<file path="src/rtl/z80_io_bus_initiator.sv">
// Turns each Z80 slot I/O cycle into one peripheral-bus beat and holds WAIT low until it completes.
// Read path: start at N, bus_valid at N+1, data back on the slot by N+3; bus_ready low keeps bus_valid up.
module z80_io_bus_initiator #(
  parameter int          TIMEOUT_CYCLES = 255,
  parameter int          TIMEOUT_BITS   = 8,
  parameter logic [7:0]  OPEN_BUS_DATA  = 8'hFF
) (
  input  logic       clk,
  input  logic       reset,
  input  logic       z80_iorq_n,
  input  logic       z80_rd_n,
  input  logic       z80_wr_n,
  input  logic       z80_m1_n,
  input  logic [7:0] z80_address,
  input  logic [7:0] z80_wdata,
  output logic       z80_wait_n,
  output logic [7:0] z80_rdata,
  output logic       z80_rdata_en,
  output logic       bus_ioreq,
  output logic [7:0] bus_address,
  output logic       bus_write,
  output logic       bus_valid,
  input  logic       bus_ready,
  output logic [7:0] bus_wdata,
  input  logic [7:0] bus_rdata,
  input  logic       bus_rdata_en
);

  typedef enum logic [1:0] {IDLE, REQ, RDWAIT, HOLD} state_t;

  localparam logic [TIMEOUT_BITS-1:0] TIMEOUT_LAST = TIMEOUT_BITS'(TIMEOUT_CYCLES - 1);

  state_t                  state;
  logic [TIMEOUT_BITS-1:0] timeout_cnt;
  logic                    start;

  // Interrupt acknowledge (M1 with IORQ) is not a peripheral access.
  assign start = !z80_iorq_n && z80_m1_n && (!z80_rd_n || !z80_wr_n);

  always_ff @(posedge clk) begin
    if (reset) begin
      state        <= IDLE;
      z80_wait_n   <= 1'b1;
      z80_rdata    <= 8'h00;
      z80_rdata_en <= 1'b0;
      bus_valid    <= 1'b0;
      bus_write    <= 1'b0;
      bus_ioreq    <= 1'b0;
      bus_address  <= 8'h00;
      bus_wdata    <= 8'h00;
      timeout_cnt  <= '0;
    end else begin
      case (state)
        IDLE: begin
          if (start) begin
            bus_address <= z80_address;
            bus_wdata   <= z80_wdata;
            bus_write   <= !z80_wr_n;
            bus_valid   <= 1'b1;
            bus_ioreq   <= 1'b1;
            z80_wait_n  <= 1'b0;
            state       <= REQ;
          end
        end
        REQ: begin
          if (z80_iorq_n) begin
            bus_valid  <= 1'b0;
            bus_ioreq  <= 1'b0;
            z80_wait_n <= 1'b1;
            state      <= IDLE;
          end else if (bus_ready) begin
            bus_valid <= 1'b0;
            bus_ioreq <= 1'b0;
            if (bus_write) begin
              z80_wait_n <= 1'b1;
              state      <= HOLD;
            end else begin
              timeout_cnt <= '0;
              state       <= RDWAIT;
            end
          end
        end
        RDWAIT: begin
          if (z80_iorq_n) begin
            z80_wait_n <= 1'b1;
            state      <= IDLE;
          end else if (bus_rdata_en) begin
            // Data takes priority over a timeout landing in the same cycle.
            z80_rdata    <= bus_rdata;
            z80_rdata_en <= 1'b1;
            z80_wait_n   <= 1'b1;
            state        <= HOLD;
          end else if (timeout_cnt == TIMEOUT_LAST) begin
            z80_rdata    <= OPEN_BUS_DATA;
            z80_rdata_en <= 1'b1;
            z80_wait_n   <= 1'b1;
            state        <= HOLD;
          end else begin
            timeout_cnt <= timeout_cnt + 1'b1;
          end
        end
        HOLD: begin
          // Leaving only on IORQ high keeps a stretched IORQ from retriggering.
          if (z80_iorq_n) begin
            z80_rdata_en <= 1'b0;
            state        <= IDLE;
          end
        end
        default: state <= IDLE;
      endcase
    end
  end

endmodule

</file>
<file path="config.mk">
export PLATFORM = sky130hd
export DESIGN_NAME = z80_io_bus_initiator
export DESIGN_NICKNAME = d
export VERILOG_FILES = /design/src/rtl/z80_io_bus_initiator.sv
export SDC_FILE = /design/constraint.sdc
export NUM_CORES = 1
export LEC_CHECK = 0
export CAP_MARGIN = 20
export CORE_MARGIN = 5
export CORE_UTILIZATION = 25
export CTS_CLUSTER_SIZE = 40
export DETAILED_ROUTE_END_ITERATION = 16
export PLACE_DENSITY = 0.48
export SKIP_LAST_GASP = 1
export SLEW_MARGIN = 15
export SYNTH_ARGS = -nofsm -noshare
export SYNTH_HDL_FRONTEND = slang
export SYNTH_SLANG_ARGS = --single-unit
export TNS_END_PERCENT = 10
</file>
<file path="constraint.sdc">
create_clock -name clk -period 4.9 [get_ports clk]
set_clock_uncertainty 0.15 [all_clocks]
set_input_delay 0.735 -clock clk [delete_from_list [all_inputs] [get_ports clk]]
set_output_delay 0.735 -clock clk [all_outputs]
set_load 0.01 [all_outputs]
</file>
======== After elaboration in Yosys (flattened, before gate mapping) ========
Cells that the tools add are included.
storage, ports and cells
  bits in registers ....................... 38
  output and inout port bits .............. 29
  logic and storage cells ................. 79
cells by class
  add/sub/neg operators ................... 1
  eq/ne operators ......................... 16
  muxes and demuxes ....................... 33
  bitwise operators ....................... 1
  reduce and logical (&&, ||, !) cells .... 19
operator list
  operator                                              number
  two-way mux 8 bit                                     8
  inequality test 2 bit (second input constant)         8
  one-hot mux 8 bit (2 select lines)                    1
  two-way mux 2 bit                                     7
  two-way mux 1 bit                                     13
  inequality test 3 bit (second input constant)         3
  adder 8 x 1 -> 8 bit (second input constant)          1
  equality test 8 bit (second input constant)           1
  one-hot mux 2 bit (4 select lines)                    1
  AND reduction 4 bit                                   2
  nonzero test 2 bit                                    4
  AND reduction 7 bit                                   1
  AND reduction 3 bit                                   2
  AND reduction 5 bit                                   1
  equality test 2 bit (second input constant)           2
  inequality test 4 bit (second input constant)         1
  one-hot mux 1 bit (2 select lines)                    2
  logical NOT 1 bit                                     3
  one-hot mux 1 bit (3 select lines)                    1
  nonzero test 3 bit                                    1
  equality test 2 x 1 -> 1 bit (second input constant)  1
  logical AND 1 bit                                     2
  logical NOT 2 bit                                     1
  AND reduction 2 bit                                   1
  2 further kinds                                       2

======== Depth between registers and ports, before layout ========
  depth in word-level cells ............... 5
  depth in mapped cells ................... 7
  mapped depth without buffers ............ 6

======== Worst setup path before layout ========
No wires, ideal clock.
  path type ............................... input port to flip-flop
  start ................................... input port z80_iorq_n
  end ..................................... register timeout_cnt[5]
  library setup time ...................... 91 ps
  arrival ................................. 1829 ps
  data required time ...................... 4659 ps
  path slack .............................. 2830 ps
  cell stages on the path ................. 5
  cell sequence ........................... buf_6 -> or3b_1 -> a211oi_2 -> a21oi_1 -> a311oi_1
between the ends
  word-level cells in the longest chain between the ends .. 2
  elaborated cells between the ends (all ways) .. 3
  classes of those cells .................. 2 x eq/ne; 1 x reduce/logical
RTL lines
  what                                    RTL line  text
  from (decl)                             10        input logic z80_iorq_n,
  inequality test 2 bit (no source line)  --
  AND reduction 7 bit (no source line) *  --
  to (signal assigned)                    99        timeout_cnt <= timeout_cnt + 1'b1;
  to (decl)                               34        logic [TIMEOUT_BITS-1:0] timeout_cnt;
Mark *: on every way between the ends. The rest lies on a longest branch, timed or not.
A chain may end at the register's enable or synchronous reset.

======== Worst setup path after layout ========
  start ................................... input port z80_iorq_n
  end ..................................... register bus_address[0]
between the ends
  word-level cells in the longest chain between the ends .. 4
RTL lines
  what                                  RTL line  text
  logical NOT 1 bit                     38        assign start = !z80_iorq_n && z80_m1_n && (!z80_rd_n || !z80_wr_n);
  logical AND 1 bit (2 in series)       38
  AND reduction 2 bit (no source line)  --
  to (signal assigned)                  56        bus_address <= z80_address;
  to (decl)                             20        output logic [7:0] bus_address,
No other way between the ends.

==> metrics.txt <==
Setup violations, final=0; CTS Sinks=38; EDFF count, synth=0; peak supply drop=147 uV; reg2reg path depth=5; # rows=30; commonest non-fill, non-tap cell in the layout=clkdlybuf4s50_1; Final Non-Filler Cells=350; Synth cell types=44; Area growth syn-to-layout=45.9%; Req. time, crit path=4.92 ns; number of max-cap violations=0; Routed Antenna Nets=0; Pleak=0.938 nW; pwr dens=303 nW/um^2; postcts setup bufs=0; CP startpoint kind=primary input; RSZ-0062 raised after global routing=false; dpl ws=1.85 ns; most frequent cells in the layout=clkdlybuf4s50_1 (60), dfxtp_1 (38), nor2_1 (37), mux2i_1 (17), a21oi_1 (14); largest net degree at the start of global routing=34; vias in the first global route=1567; WL per Instance=12.8 um; Fin. Hold Viols=0; number of vias per cell=4.49; grt total ovfl=0; cells after synthesis=194; hpwl dp=3200 um; crit path max fanout=19; worst-skew pair later-pin latency=about 0.28 ns; Tot Pwr=between 700 and 800 uW; CP Capture Type=flip-flop; hold_buf cts=0; Slew HR=32.0%; Clock Tree Buf Depth=2; share of layout cells above drive strength 1=5.12%; # H-tree levels=2; die outline area=between 8000 and 9000 sq um; post-cts resize count=0; status=finished clean; ys async rst share=0%; Chip Height=94.2 um; Post-Syn Nets=about 230; CTS tree=done; Yosys warnings=0; sequential-to-total area share from yosys stat=a little over two fifths; Final WS setup=approximately 2.2 ns; Worst-Margin Slew=a little over 1 ns; setup TNS=0 ns; Hold Crit Class=flip-flop to flip-flop; Initial Util=between 20 and 30%; initial antenna violation count=0; share of the synthesized area in the top cell type=roughly 43%; first-pass GRT wire length=7350 um; clk slew on worst S/H paths=0.08 ns; die width=94.2 um; Cell Count Post-Placement=about 340; Post-Syn Area=1770 sq um; DRC viols=0; DRT Pass-1 Iters=4; final net count=roughly 290; IO buf count=60; # diodes=0; final WL=approximately 4500 um; GRT Util Overall=about a tenth; Main synth FF type=dfxtp_1; clk root buf=clkbuf_8; fin. max-slew vios=0; via count=1573; Finished Cell Area=2580 sq um; Fmax=367 MHz; Placed Area=between 2000 and 2500 sq um; fill cell total of the finished layout=roughly 730; Initial DRC Count=67; I/O Pins=61; core region area=6830 sq um; Arr. time, crit path=2.74 ns; Synth Area per Inst=9.13 sq um; type of the worst setup path=primary input to flip-flop; post-synthesis register bit count=38; Final Cycle Share=55.6%; Inserted Clock Buffers=5; top cells by area, synth=dfxtp_1 (43%), mux2i_1 (9.6%), nor2_1 (7.8%); RePlAce Congestion=between 0.8 and 0.9; hold depth=1; minimum clock period=2.72 ns; cell taking the most area after synthesis=dfxtp_1
## logic make-up after synthesis
kind of cell | count (synthesis) | share of synthesized area (%)
multiplexers | 17 | 9.61
buffers and inverters | 17 | 4.95
AO/OA/AOI/OAI | 48 | 18.6
adder cells (fa/ha/maj) | 6 | 4.24
AND/OR/NAND/NOR | 68 | 19.6
flip-flops | 38 | 43.0
## path summary, 6_finish.rpt
path	to	startpoint	slack, ns
worst max-delay path	bus_address[0]	z80_iorq_n	2.18
worst min-delay path	z80_rdata[5]	z80_rdata[5]	0.32
worst max register to register	bus_address[0]	state[1]	2.77
worst min register to register	z80_rdata[5]	z80_rdata[5]	0.32
## critical path: stages
cell and delay, ns:
clkdlybuf4s50_1 0.61, inv_2 0.17, and4_1 0.87, mux2i_1 0.27, nor2_1 0.06
## sequential cells by signal, summed over array words and instances (netlist names)
| signal | count |
|---|---|
| z80_rdata_en | 1 |
| state | 2 |
| bus_valid | 1 |
| bus_wdata | 8 |
| z80_rdata | 8 |
| bus_address | 8 |
| bus_write | 1 |
| timeout_cnt | 8 |
| z80_wait_n | 1 |
## where the power goes
group | total, mW | internal, mW | switching [mW]
logic | 0.119 | 0.0669 | 0.0522
clock network | 0.334 | 0.217 | 0.117
registers | 0.330 | 0.321 | 0.00853
## routing by layer
layer  vias up  track usage (%)  wire (um)
li1        818                -          -
met1       725             13.6       2190
met2        28             16.1       2070
met3         2             3.77        210
met4         0             2.53         30
met5         -                0          0
## metrics by stage
stage | hold WS, ns | utilization, %
finish | 0.322 | 37.8
global route | 0.342 | 37.8
CTS | 0.330 | 37.8
detailed placement | 0.305 | 35.7
global placement | 0.307 | 35.7
floorplan | 0.324 | -
## synth_stat cells, drive strengths merged (2+ instances only)
cell type	number
o21a	8
o21ai	7
buf	5
inv	8
a31oi	3
or4	2
a21oi	14
nor3	2
nor2	37
ha	6
a21o	3
mux2i	17
o31ai	2
and4	3
clkbuf	4
or3	3
a311oi	3
nand2	4
nand3	5
dfxtp	38
a41o	2
a211oi	2
## area by class of cell
cell class              instances  area, sq um  share of cell area [%]
multi-input cells             139          922                    35.7
flip-flops and latches         38          761                    29.4
repair buffers                 61          608                    23.5
well taps                      96          120                    4.65
clock buffers                   6         82.6                    3.20
clock inverters                 2         60.1                    2.32
inverters                       8         30.0                    1.16
Power figures use the tool's default switching activity.
